**src/rtl/id_type_i_if.sv**
```systemverilog
// Bundle of the fetch, register-file, writeback, execute and illegal-pulse signals around the
// I-type decode/issue stage. Member names are taken from the stage's point of view.
interface id_type_i_if #(
  parameter int DATA_W = 32,
  parameter int ADDR_W = 5
) ();
  logic [DATA_W-1:0] inst_i;
  logic              inst_valid_i;
  logic              inst_ready_o;
  logic              reg_re_o;
  logic [ADDR_W-1:0] reg_raddr_o;
  logic [DATA_W-1:0] reg_rdata_i;
  logic              wb_we_i;
  logic [ADDR_W-1:0] wb_waddr_i;
  logic [DATA_W-1:0] wb_wdata_i;
  logic [DATA_W-1:0] op1_o;
  logic [DATA_W-1:0] op2_o;
  logic [DATA_W-1:0] inst_o;
  logic [ADDR_W-1:0] rd_o;
  logic              valid_o;
  logic              ready_i;
  logic              illegal_o;

  modport slave (
    input  inst_i, inst_valid_i, reg_rdata_i, wb_we_i, wb_waddr_i, wb_wdata_i, ready_i,
    output inst_ready_o, reg_re_o, reg_raddr_o, op1_o, op2_o, inst_o, rd_o, valid_o, illegal_o
  );

  modport master (
    output inst_i, inst_valid_i, reg_rdata_i, wb_we_i, wb_waddr_i, wb_wdata_i, ready_i,
    input  inst_ready_o, reg_re_o, reg_raddr_o, op1_o, op2_o, inst_o, rd_o, valid_o, illegal_o
  );
endinterface

```
**src/rtl/id_type_i.sv**
```systemverilog
// I-type decode/issue stage: accepts an instruction, reads rs1 (with writeback forwarding),
// builds the immediate, and holds op1/op2/inst/rd for execute until it accepts them.
module id_type_i #(
  parameter int DATA_W = 32,
  parameter int ADDR_W = 5
) (
  input  logic          clk_i,
  input  logic          rst_n_i,
  id_type_i_if.slave    bus
);

  localparam logic [6:0] OPC_ITYPE = 7'b0010011;

  typedef enum logic [1:0] {IDLE, READ, HOLD} state_t;

  state_t state;

  // Shift-immediates carry a 5-bit shamt (upper bits are funct7); all others sign-extend imm[11:0].
  function automatic logic signed [DATA_W-1:0] imm_gen(input logic [DATA_W-1:0] inst);
    logic [2:0] f3;
    f3 = inst[14:12];
    if (f3 == 3'b001 || f3 == 3'b101)
      imm_gen = {{(DATA_W-5){1'b0}}, inst[24:20]};
    else
      imm_gen = {{(DATA_W-12){inst[31]}}, inst[31:20]};
  endfunction

  logic [6:0]        opcode;
  logic [ADDR_W-1:0] rs1_a;
  logic              is_itype;
  logic              rs1_nz;
  logic              inst_ready;
  logic              accept;
  logic              accept_i;
  logic              accept_bad;
  logic              wb_hit_a;
  logic              wb_hit_r;

  // Accept-cycle latches feeding the READ stage
  logic        [DATA_W-1:0] inst_p0;
  logic        [ADDR_W-1:0] rs1_p0;
  logic signed [DATA_W-1:0] imm_p0;
  logic        [DATA_W-1:0] fwd_data_p0;
  logic                     fwd_vld_p0;

  logic [DATA_W-1:0] op1_sel;

  // Registered execute-side outputs
  logic [DATA_W-1:0] op1_p1;
  logic [DATA_W-1:0] op2_p1;
  logic [DATA_W-1:0] inst_p1;
  logic [ADDR_W-1:0] rd_p1;
  logic              vld_p1;
  logic              illegal_p1;

  assign opcode     = bus.inst_i[6:0];
  assign rs1_a      = bus.inst_i[19:15];
  assign is_itype   = (opcode == OPC_ITYPE);
  assign rs1_nz     = (rs1_a != '0);
  assign inst_ready = (state == IDLE) || ((state == HOLD) && bus.ready_i);
  assign accept     = bus.inst_valid_i && inst_ready;
  assign accept_i   = accept && is_itype;
  assign accept_bad = accept && !is_itype;

  // Writes to x0 never forward, so both hit terms require a nonzero rs1.
  assign wb_hit_a = bus.wb_we_i && (bus.wb_waddr_i == rs1_a) && rs1_nz;
  assign wb_hit_r = bus.wb_we_i && (bus.wb_waddr_i == rs1_p0) && (rs1_p0 != '0);

  assign bus.inst_ready_o = inst_ready;
  assign bus.reg_raddr_o  = rs1_a;
  assign bus.reg_re_o     = accept_i && rs1_nz;

  assign bus.op1_o     = op1_p1;
  assign bus.op2_o     = op2_p1;
  assign bus.inst_o    = inst_p1;
  assign bus.rd_o      = rd_p1;
  assign bus.valid_o   = vld_p1;
  assign bus.illegal_o = illegal_p1;

  // ---- accept -> READ boundary ----
  always_ff @(posedge clk_i) begin
    if (accept_i) begin
      inst_p0     <= bus.inst_i;
      rs1_p0      <= rs1_a;
      imm_p0      <= imm_gen(bus.inst_i);
      fwd_data_p0 <= bus.wb_wdata_i;
    end
  end

  // The register file returns the pre-write value for an accept-cycle write, hence the latched copy.
  always_comb begin
    op1_sel = bus.reg_rdata_i;
    if (rs1_p0 == '0)
      op1_sel = '0;
    else if (wb_hit_r)
      op1_sel = bus.wb_wdata_i;
    else if (fwd_vld_p0)
      op1_sel = fwd_data_p0;
  end

  // ---- READ -> HOLD boundary (execute-facing registers) ----
  always_ff @(posedge clk_i or negedge rst_n_i) begin
    if (!rst_n_i) begin
      state      <= IDLE;
      fwd_vld_p0 <= 1'b0;
      op1_p1     <= '0;
      op2_p1     <= '0;
      inst_p1    <= '0;
      rd_p1      <= '0;
      vld_p1     <= 1'b0;
      illegal_p1 <= 1'b0;
    end else begin
      illegal_p1 <= accept_bad;
      if (accept_i)
        fwd_vld_p0 <= wb_hit_a;

      case (state)
        IDLE: begin
          if (accept_i)
            state <= READ;
        end
        READ: begin
          op1_p1  <= op1_sel;
          op2_p1  <= imm_p0;
          inst_p1 <= inst_p0;
          rd_p1   <= inst_p0[11:7];
          vld_p1  <= 1'b1;
          state   <= HOLD;
        end
        HOLD: begin
          if (wb_hit_r)
            op1_p1 <= bus.wb_wdata_i;
          if (bus.ready_i) begin
            vld_p1 <= 1'b0;
            state  <= accept_i ? READ : IDLE;
          end
        end
        default: begin
          vld_p1 <= 1'b0;
          state  <= IDLE;
        end
      endcase
    end
  end

endmodule

```
**src/flat_wrapper.sv**
```systemverilog
// flat-port wrapper written by rule: the top's interface ports become plain ports
module id_type_i_flat 
#(
  parameter int DATA_W = 32,
  parameter int ADDR_W = 5
)
  (clk_i, rst_n_i, bus_inst_i, bus_inst_valid_i, bus_reg_rdata_i, bus_wb_we_i, bus_wb_waddr_i, bus_wb_wdata_i, bus_ready_i, bus_inst_ready_o, bus_reg_re_o, bus_reg_raddr_o, bus_op1_o, bus_op2_o, bus_inst_o, bus_rd_o, bus_valid_o, bus_illegal_o);
  id_type_i_if #(.DATA_W(DATA_W), .ADDR_W(ADDR_W)) bus_i ();
  input  logic clk_i;
  input  logic rst_n_i;
  input wire logic [$bits(bus_i.inst_i)-1:0] bus_inst_i;
  input wire logic [$bits(bus_i.inst_valid_i)-1:0] bus_inst_valid_i;
  input wire logic [$bits(bus_i.reg_rdata_i)-1:0] bus_reg_rdata_i;
  input wire logic [$bits(bus_i.wb_we_i)-1:0] bus_wb_we_i;
  input wire logic [$bits(bus_i.wb_waddr_i)-1:0] bus_wb_waddr_i;
  input wire logic [$bits(bus_i.wb_wdata_i)-1:0] bus_wb_wdata_i;
  input wire logic [$bits(bus_i.ready_i)-1:0] bus_ready_i;
  output wire logic [$bits(bus_i.inst_ready_o)-1:0] bus_inst_ready_o;
  output wire logic [$bits(bus_i.reg_re_o)-1:0] bus_reg_re_o;
  output wire logic [$bits(bus_i.reg_raddr_o)-1:0] bus_reg_raddr_o;
  output wire logic [$bits(bus_i.op1_o)-1:0] bus_op1_o;
  output wire logic [$bits(bus_i.op2_o)-1:0] bus_op2_o;
  output wire logic [$bits(bus_i.inst_o)-1:0] bus_inst_o;
  output wire logic [$bits(bus_i.rd_o)-1:0] bus_rd_o;
  output wire logic [$bits(bus_i.valid_o)-1:0] bus_valid_o;
  output wire logic [$bits(bus_i.illegal_o)-1:0] bus_illegal_o;
  assign bus_i.inst_i = bus_inst_i;
  assign bus_i.inst_valid_i = bus_inst_valid_i;
  assign bus_i.reg_rdata_i = bus_reg_rdata_i;
  assign bus_i.wb_we_i = bus_wb_we_i;
  assign bus_i.wb_waddr_i = bus_wb_waddr_i;
  assign bus_i.wb_wdata_i = bus_wb_wdata_i;
  assign bus_i.ready_i = bus_ready_i;
  assign bus_inst_ready_o = bus_i.inst_ready_o;
  assign bus_reg_re_o = bus_i.reg_re_o;
  assign bus_reg_raddr_o = bus_i.reg_raddr_o;
  assign bus_op1_o = bus_i.op1_o;
  assign bus_op2_o = bus_i.op2_o;
  assign bus_inst_o = bus_i.inst_o;
  assign bus_rd_o = bus_i.rd_o;
  assign bus_valid_o = bus_i.valid_o;
  assign bus_illegal_o = bus_i.illegal_o;
  id_type_i #(.DATA_W(DATA_W), .ADDR_W(ADDR_W)) u_core (.clk_i(clk_i), .rst_n_i(rst_n_i), .bus(bus_i));
endmodule
```
**config.mk**
```make
export PLATFORM = sky130hd
export DESIGN_NAME = id_type_i_flat
export DESIGN_NICKNAME = d
export VERILOG_FILES = /design/src/rtl/id_type_i_if.sv /design/src/rtl/id_type_i.sv /design/src/flat_wrapper.sv
export SDC_FILE = /design/constraint.sdc
export NUM_CORES = 1
export LEC_CHECK = 0
export CELL_PAD_IN_SITES_DETAIL_PLACEMENT = 0
export CELL_PAD_IN_SITES_GLOBAL_PLACEMENT = 2
export CORE_UTILIZATION = 31
export DETAILED_ROUTE_END_ITERATION = 10
export GPL_TIMING_DRIVEN = 0
export PLACE_DENSITY = 0.9
export RECOVER_POWER = 50
export SYNTH_ARGS = -nofsm -noshare
export SYNTH_HDL_FRONTEND = slang
export SYNTH_SLANG_ARGS = --single-unit
```
**constraint.sdc**
```tcl
create_clock -name clk_i -period 3.5 [get_ports clk_i]
set_input_delay 0.7 -clock clk_i [delete_from_list [all_inputs] [get_ports clk_i]]
set_output_delay 0.7 -clock clk_i [all_outputs]
set_load 0.02 [all_outputs]
```
-- Word level (Yosys, flattened, before mapping)
Cells that the tools add are included.
- bits in registers: 167
- input port bits: 106
- output and inout port bits: 110
- logic and storage cells: 55
- eq/ne operators: 10
- multiplexer cells: 11
- bitwise gates (word level): 1
- reduce and logical (&&, ||, !) cells: 20
- operator list (kind ; count):
    2-to-1 mux 32 bit ; 4
    case mux 32 bit (2 select lines) ; 1
    == test 5 bit ; 2
    nonzero test 5 bit ; 2
    logical AND 1 bit ; 9
    == test 7 x 5 -> 1 bit (second input constant) ; 1
    case mux 2 bit (3 select lines) ; 1
    AND reduction 2 bit ; 3
    zero test 5 bit ; 1
    2-to-1 mux 2 bit ; 2
    inequality test 2 x 1 -> 1 bit (second input constant) ; 2
    == test 3 x 1 -> 1 bit (second input constant) ; 1
    == test 3 bit (second input constant) ; 1
    case mux 1 bit (3 select lines) ; 1
    == test 2 x 1 -> 1 bit (second input constant) ; 1
    == test 2 bit (second input constant) ; 1
    zero test 2 bit ; 1
    logical OR 1 bit ; 2
    2-to-1 mux 1 bit ; 2
    inequality test 2 bit (second input constant) ; 1
    nonzero test 2 bit ; 1
    zero test 1 bit ; 1
    NOT 1 bit ; 1

-- Longest topological paths before layout
- depth after elaboration: 8
- mapped depth: 7
- mapped depth without buffers: 5

-- Least setup slack after synthesis
OpenSTA, ideal clock, no wires.
- path type: in2reg
- start: input bus_inst_i[2]
- end: register u_core.fwd_data_p0[0], enable pin
- setup time: 425 ps
- arrival time: 3040 ps
- required time: 3075 ps
- slack: 35 ps
- stages on the path: 4
- buffers on the path: 0
- cells stage by stage: or4b_1 -> nor3_1 -> nand3_1 -> inv_1
- cells in the longest elaborated chain, start to end: 2
- ends and longest elaborated chain (item ; RTL line ; text):
    from (decl) ; flat_wrapper.sv:11 ; input wire logic [$bits(bus_i.inst_i)-1:0] bus_inst_i;
    == test 7 x 5 -> 1 bit ; id_type_i.sv:58 ; assign is_itype = (opcode == OPC_ITYPE);
    logical AND 1 bit ; id_type_i.sv:62 ; assign accept_i = accept && is_itype;
    net u_core.accept_i ; id_type_i.sv:34 ; logic accept_i;
    to (signal assigned) ; id_type_i.sv:86 ; fwd_data_p0 <= bus.wb_wdata_i;
    to (decl) ; id_type_i.sv:43 ; logic [DATA_W-1:0] fwd_data_p0;
The timed path passes the listed nets, and every way through them passes these cells.
A chain may end at the register's enable or synchronous reset.

-- Final worst setup path
- start: input bus_inst_i[4]
- end: output bus_reg_re_o
- cells in the longest elaborated chain, start to end: 3
- ends and longest elaborated chain (item ; RTL line ; text):
    == test 7 x 5 -> 1 bit ; id_type_i.sv:58 ;
    logical AND 1 bit ; id_type_i.sv:62 ;
    logical AND 1 bit ; id_type_i.sv:71 ; assign bus.reg_re_o = accept_i && rs1_nz;
    to (decl) ; flat_wrapper.sv:19 ; output wire logic [$bits(bus_i.reg_re_o)-1:0] bus_reg_re_o;
Every way passes these cells.

==> load_flow_metrics.sql <==
INSERT INTO impl_metrics (metric_group, metric, value, unit) VALUES
('placed_design', 'routabilityCongestion', '0.752', ''),
('logic_synthesis', 'synth-edff-count', '71', ''),
('finish', 'numnets_final', '855', ''),
('route', 'vias', '5009', ''),
('die', 'core', '22000', 'µm²'),
('power', 'totalPowerFinal', '0.00467', 'W'),
('sta', 'clock_skew', '0.0110', 'ns'),
('clocking', 'root_buffer', 'sky130_fd_sc_hd__clkbuf_16', ''),
('logic_synthesis', 'syn_area', '6970', 'µm²'),
('logic_synthesis', 'number_of_cells_produced_by_synthesis', '513', ''),
('route', 'final_wl', '19.0', 'mm'),
('sta', 'worst_slew_margin_rel', '-0.108', ''),
('power', 'cell_internal_pwr', '0.00359', 'W'),
('critical_path', 'criticalPathCategory', 'in -> out', ''),
('sta', 'period_needed', '3.27', 'ns'),
('finish', 'finish.utilization', '0.461', ''),
('sta', 'timing_worst_slew_pin_value', '1.66', 'ns'),
('critical_path', 'cp_data_required_time', '2.80', 'ns'),
('sta', 'timing.setup.tns', '0', 'ns'),
('sta', 'fmax', '0.306', 'GHz'),
('logic_synthesis', 'netlist-cell-type-count', '45', ''),
('sta', 'maxSlewViolCount', '62', ''),
('logic_synthesis', 'post-synth-top-area-fraction', '0.306', ''),
('route', 'dr.pass1.iters', '7', ''),
('critical_path', 'timing.critical_path.fanout_max', '5', ''),
('logic_synthesis', 'ys_async_sr_fraction', '0.517', ''),
('logic_synthesis', 'netlist.top_cell.by_area', 'sky130_fd_sc_hd__edfxtp_1', ''),
('placed_design', 'port_buffers', '215', ''),
('run_status', 'outcome', 'finished, violations left', ''),
('logic_synthesis', 'synth_ff_type', 'sky130_fd_sc_hd__dfrtp_1', ''),
('grt', 'antenna_found_initial', '1', ''),
('clocking', 'cts_num_sinks', '147', ''),
('placed_design', 'placement.cell_area', '9530', 'µm²'),
('clocking', 'worst_setup_hold_path_clk_slew', '0.06', 'ns'),
('clocking', 'cts_post_setup_buffers_inserted', '0', ''),
('logic_synthesis', 'synth.avg_cell_area', '13.6', 'µm²'),
('sta', 'layout_worst_path_cycle_share', '0.933', ''),
('power', 'p_sw_frac', '0.232', ''),
('clocking', 'cts_buffers', '17', ''),
('power', 'power.sequential.fraction', '0.420', ''),
('sta', 'setup_viol', '0', ''),
('clocking', 'cts.path.max_buffers', '2', ''),
('flow_run', 'drv.max_cap_violation_count', '1', ''),
('run_status', 'violated_checks', 'design-rule violations, max-capacitance violations, max-slew violations', ''),
('critical_path', 'ff2ff_path_depth', '6', ''),
('clocking', 'cts_tree', 'built', ''),
('sta', 'grt_setup_unrepaired', 'no', ''),
('power', 'total_switching_power', '0.00108', 'W'),
('power', 'power.density_cell_area', '461', 'nW/µm²'),
('clocking', 'htree_num_levels', '4', ''),
('logic_synthesis', 'register_area_share_after_synthesis', '0.579', ''),
('finish', 'area_growth', '45.3', '%'),
('route', 'post-route-drc-count', '16', ''),
('finish', 'final_design_area_no_fill', '10100', 'µm²'),
('grt', 'via_count_of_the_first_global_routing_pass', '5207', ''),
('critical_path', 'critical_path_arrival', '2.57', 'ns'),
('route', 'vias_per_cell', '4.81', ''),
('power', 'power.ir.vdd_worst', '277', 'µV'),
('grt', 'grt_pass1_wl', '30.2', 'mm'),
('die', 'boundaryPins', '216', ''),
('power', 'part_of_the_total_power_dissipated_in_combinational_logic', '0.154', ''),
('grt', 'global_route_usage_over_all_layers', '0.169', ''),
('power', 'leakagePower', '4.05', 'nW'),
('grt', 'global_route.overflow_total', '0', ''),
('die', 'die_y', '152', 'µm'),
('finish', 'layout-drive-gt1-share', '0.259', ''),
('die', 'die_width', '152', 'µm'),
('power', 'clock_power_share', '0.426', ''),
('route', 'detail_route.wl_per_cell', '18.2', 'µm'),
('critical_path', 'start_kind', 'input pin', ''),
('placed_design', 'detailed_place_hpwl', '13.5', 'mm');
## power by group through the flow
| stage | registers, W | clock network (W) | logic [W] |
|---|---|---|---|
| after floorplan | 0.00209 | 0 | 0.000222 |
| after global placement | 0.00200 | 0 | 0.000736 |
| after detailed placement | 0.00200 | 0 | 0.000746 |
| after CTS | 0.00196 | 0.00204 | 0.000749 |
| after global routing | 0.00198 | 0.00210 | 0.000762 |
| final | 0.00196 | 0.00199 | 0.000719 |
## cells in the mapped netlist (2+ instances only)
| library cell | count |
|---|---|
| sky130_fd_sc_hd__edfxtp_1 | 71 |
| sky130_fd_sc_hd__and3_1 | 26 |
| sky130_fd_sc_hd__a221oi_1 | 11 |
| sky130_fd_sc_hd__mux2i_1 | 6 |
| sky130_fd_sc_hd__buf_12 | 2 |
| sky130_fd_sc_hd__and2_1 | 8 |
| sky130_fd_sc_hd__a221oi_2 | 21 |
| sky130_fd_sc_hd__dfrtp_1 | 76 |
| sky130_fd_sc_hd__nand3_1 | 3 |
| sky130_fd_sc_hd__nand2_1 | 16 |
| sky130_fd_sc_hd__buf_6 | 5 |
| sky130_fd_sc_hd__o21ai_0 | 6 |
| sky130_fd_sc_hd__xor2_1 | 3 |
| sky130_fd_sc_hd__nor2_1 | 38 |
| sky130_fd_sc_hd__a21oi_1 | 2 |
| sky130_fd_sc_hd__xnor2_1 | 7 |
| sky130_fd_sc_hd__mux2_2 | 64 |
| sky130_fd_sc_hd__o211ai_1 | 25 |
| sky130_fd_sc_hd__buf_4 | 35 |
| sky130_fd_sc_hd__inv_1 | 11 |
| sky130_fd_sc_hd__or3_1 | 6 |
| sky130_fd_sc_hd__o21ai_2 | 21 |
| sky130_fd_sc_hd__clkbuf_1 | 12 |
| sky130_fd_sc_hd__a32o_1 | 6 |
| sky130_fd_sc_hd__buf_2 | 11 |
| sky130_fd_sc_hd__nor3_1 | 2 |
## sequential cells by signal, indices dropped and copies added (netlist names), 2 cells and up
name / cells
u_core.bus.op2_o: 7
u_core.fwd_data_p0: 32
u_core.bus.op1_o: 32
u_core.state: 2
u_core.bus.inst_o: 28
u_core.imm_p0: 7
u_core.inst_p0: 32
u_core.bus.rd_o: 4
## critical path, stage by stage
cell and delay [ns]:
sky130_fd_sc_hd__dlygate4sd3_1 0.54, sky130_fd_sc_hd__or4b_1 0.50, sky130_fd_sc_hd__nor3_2 0.25, sky130_fd_sc_hd__nand3_2 0.21, sky130_fd_sc_hd__nor2_1 0.18, sky130_fd_sc_hd__clkbuf_2 0.18
## per-layer routing
layer,GRT usage,vias to the layer above,routed length [µm]
met1,0.221,2483,8440
met2,0.279,131,9390
li1,-,2376,-
met5,0,-,0
met3,0.0365,19,860
met4,0.0520,0,303
## through the flow
stage,instances,hold slack [ns],setup slack (ns)
after floorplan,513,0.404,0.0353
after global placement,1008,0.455,-1.71
after detailed placement,1010,0.465,-0.385
after CTS,1041,0.149,0.0599
after global routing,1042,0.475,0.0757
final,1042,0.422,0.235
## cells by family after synthesis
family                 count (synthesis)  synth area share
flip-flops                           147             0.579
XOR/XNOR                              10            0.0126
multiplexers                          70             0.112
AO/OA/AOI/OAI                        101             0.140
AND/OR/NAND/NOR                      108            0.0824
buffers and inverters                 77            0.0738
## cells in the final DEF (no fill, tap or decap), types with 3 or more instances in the layout
cell,netlist,final
sky130_fd_sc_hd__inv_1,11,10
sky130_fd_sc_hd__and2_0,0,3
sky130_fd_sc_hd__bufinv_16,0,5
sky130_fd_sc_hd__buf_6,5,4
sky130_fd_sc_hd__o211ai_1,25,25
sky130_fd_sc_hd__mux2_2,64,64
sky130_fd_sc_hd__o21ai_0,6,6
sky130_fd_sc_hd__or3_1,6,6
sky130_fd_sc_hd__a221oi_1,11,11
sky130_fd_sc_hd__edfxtp_1,71,71
sky130_fd_sc_hd__buf_2,11,7
sky130_fd_sc_hd__dfrtp_1,76,76
sky130_fd_sc_hd__and3_1,26,26
sky130_fd_sc_hd__clkbuf_16,0,17
sky130_fd_sc_hd__buf_4,35,35
sky130_fd_sc_hd__xnor2_1,7,7
sky130_fd_sc_hd__a32o_1,6,6
sky130_fd_sc_hd__o21ai_2,21,21
sky130_fd_sc_hd__nor2_1,38,38
sky130_fd_sc_hd__xor2_1,3,3
sky130_fd_sc_hd__nand2_1,16,16
sky130_fd_sc_hd__dlygate4sd3_1,0,73
sky130_fd_sc_hd__clkdlybuf4s50_1,0,140
sky130_fd_sc_hd__a221oi_2,21,21
sky130_fd_sc_hd__mux2i_1,6,6
sky130_fd_sc_hd__clkbuf_1,12,22
sky130_fd_sc_hd__and2_1,8,5
## path summary, 6_finish.rpt
kind	from	endpoint	slack, ns
worst max-delay path	bus_inst_i[4]	bus_reg_re_o	0.23
worst min-delay path	rst_n_i	u_core.bus.op1_o[11]$_DFFE_PN0P_	0.42
worst max register to register	u_core.state[0]$_DFFE_PN0P_	u_core.inst_p0[17]$_DFFE_PP_	0.97
worst min register to register	u_core.imm_p0[5]$_SDFFCE_PP0P_	u_core.bus.op2_o[5]$_DFFE_PN0P_	0.47
max in group asynchronous	rst_n_i	u_core.bus.inst_o[27]$_DFFE_PN0P_	0.91
min in group clk_i	u_core.imm_p0[5]$_SDFFCE_PP0P_	u_core.bus.op2_o[5]$_DFFE_PN0P_	0.47
## final cells by class
| class | instances | area (µm²) | share of cell area |
|---|---|---|---|
| flip-flops and latches | 147 | 4030 | 0.398 |
| multi-input cells | 289 | 2430 | 0.240 |
| plain buffers | 66 | 450 | 0.0445 |
| clock inverters | 9 | 178 | 0.0175 |
| clock buffers | 22 | 464 | 0.0458 |
| diodes | 1 | 2.50 | 0.000247 |
| repair buffers | 217 | 2170 | 0.215 |
| well taps | 280 | 350 | 0.0346 |
| inverters | 11 | 43.8 | 0.00432 |
## repair_timing
| item | CTS | global route |
|---|---|---|
| setup endpoints to repair | 1 | 1 |
| resized for setup | 3 | 2 |
| hold buffers | 0 | 0 |
| endpoints found under the hold margin | 0 | 0 |
(Power assumes the default switching activity.)
==> variant (same flow settings) <==
The 3 states of `state_t` get a one-hot encoding in 3 bits.
--- a/src/rtl/id_type_i.sv
+++ b/src/rtl/id_type_i.sv
@@ -11,7 +11,7 @@
 
   localparam logic [6:0] OPC_ITYPE = 7'b0010011;
 
-  typedef enum logic [1:0] {IDLE, READ, HOLD} state_t;
+  typedef enum logic [2:0] {IDLE = 3'b001, READ = 3'b010, HOLD = 3'b100} state_t;
 
   state_t state;
 
Formal check against the unedited RTL: same outputs for any inputs over 10 cycles, from zero or initial values and one cycle with rst_n_i low; not proved beyond that.
==> variant against the unedited design <==
  * Synthesized cell count grew 0.39%
  * Routed wire length shrank 7.1%
  * Worst setup slack gained 0.016 ns
  * Count of clock-buffer cells in the layout shrank 4
  * Non-clock buffer count grew 1
  * Area after synthesis shrank 3.4%
  * Critical path depth grew 1
  * The flow finishes with violations (max-capacitance violations, max-slew violations)
  * Fmax grew 0.50%
  * Sequential cell count grew 1
  * Design area shrank 2.5%
Power is not compared: it rests on default switching activity, and its combinational part moved more than twofold at a synthesized area within 25%.
==> variant: results (changes against the unedited design) <==
Status -> complete, but fails checks
Violated checks -> max-capacitance violations, max-slew violations
Fin Clk Skew -> 0.0115 ns (+0.000503 ns)
Fraction of area in multi-input gates -> 22.8% (-1.2 points)
Nonclk buf count -> 284 (+0.35%)
Worst r2r src -> u_core.state[2]
Synth cell types -> 42 (-6.7%)
FILL cells -> 1913 (-4.6%)
Max Fanout on Critical Path -> 4 (-1)
R2R depth -> 6 (unchanged)
Layout cells sized above 1 -> 23.9% (-2.0 points)
Post-Syn Nets -> 621 (+0.32%)
Post-DP Area -> 9280 um^2 (-2.6%)
CTS Sinks -> 148 (+0.68%)
Clkbuf count -> 18 (-18%)
Critical path arrival -> 2.55 ns (-0.02 ns)
Final nets -> 859 (+0.47%)
Via count -> 4806 (-4.1%)
Hold Crit Depth -> 2
Vias in the first global route -> 5137 (-1.3%)
First-pass GRT wire length -> 27.9 mm (-7.6%)
Non-Clock Inverter Count -> 2 (-9)
Initial DRC Count -> 269 (+13%)
Asr flop ratio synth -> 52.0% (+0.33 points)
Headroom to the max-slew limit -> -12.8% (-2.0 points)
Clock-cell share -> 6.09% (-0.24 points)
DRT Wirelength -> 17.7 mm (-7.1%)
Placed Cells -> 1007 (-0.30%)
Max Transition Viols Final -> 31 (-50%)
Multi-input gate count -> 300 (+3.8%)
Register area share after synthesis -> 60.3% (+2.4 points)
Syn_area_per_cell -> 13.1 um^2 (-3.7%)
Reg-to-Reg End -> u_core.bus.op1_o[12]
Setup crit start -> bus_inst_i[4]
Reg2reg setup slack -> 1.04 ns (+0.07 ns)
RD Place Congestion -> 0.756 (+0.49%)
Final non-clock buffer share -> 26.4% (+0.53 points)
Hold/Removal Path Class -> reg -> reg
CTS Buf Count -> 17 (unchanged)
Max_cap viols -> 1 (unchanged)
Tot GR Track Use -> 16.4% (-0.45 points)
Largest net degree at the start of global routing -> 49 (-21%)
Most area-consuming cells after synthesis -> edfxtp_1 (32%), dfrtp_1 (28%), o221ai_2 (6.7%), nand2_1 (6.6%), mux2_2 (5.5%)
Worst hold slack -> 0.439 ns (+0.0175 ns)
Initial antenna violation count -> 0 (-1)
Drt pass-1 iters -> 4 (-3)
Layout area overhead -> 46.6%
Post-synth top cells -> nand2_1 (118), dfrtp_1 (76), edfxtp_1 (71)
HPWL Detailed -> 12.7 mm (-6.1%)
Clk slew on worst S/H paths -> 0.06 ns (about the same)
Clock tree root driver cell -> clkbuf_16
WL per Instance -> 17.0 um (-7.0%)
ANT cells -> 0 (-1)
Register Area -> 4060 um^2 (+0.65%)
Footprint of the multi-input gates -> 2250 um^2 (-7.4%)
[variant: routing by layer]
layer / vias up / routed length [um] / GRT usage [%]
li1: 2289 / - / -
met1: 2369 / 7860 / 21.0
met2: 135 / 8770 / 27.5
met3: 13 / 863 / 3.46
met4: 0 / 163 / 5.56
met5: - / 0 / 0
[variant: cells by family after synthesis]
kind of cell | after synthesis | share of synthesized area (%)
buffers and inverters | 68 | 6.58
AND/OR/NAND/NOR | 152 | 9.83
AO/OA/AOI/OAI | 72 | 11.7
multiplexers | 65 | 10.3
flip-flops | 148 | 60.3
XOR/XNOR | 10 | 1.30
[variant: per-stage QoR]
stage / setup WS, ns / power (mW)
floorplan: 0.0728 / 1.93
global route: 0.0708 / 4.07
global placement: -1.44 / 2.11
CTS: 0.239 / 4.00
finish: 0.251 / 3.93
detailed placement: -0.523 / 2.12
[variant: timing repair]
action                     CTS  global route
buffers inserted             1             0
resized for setup            3             0
setup endpoints to repair    1             0
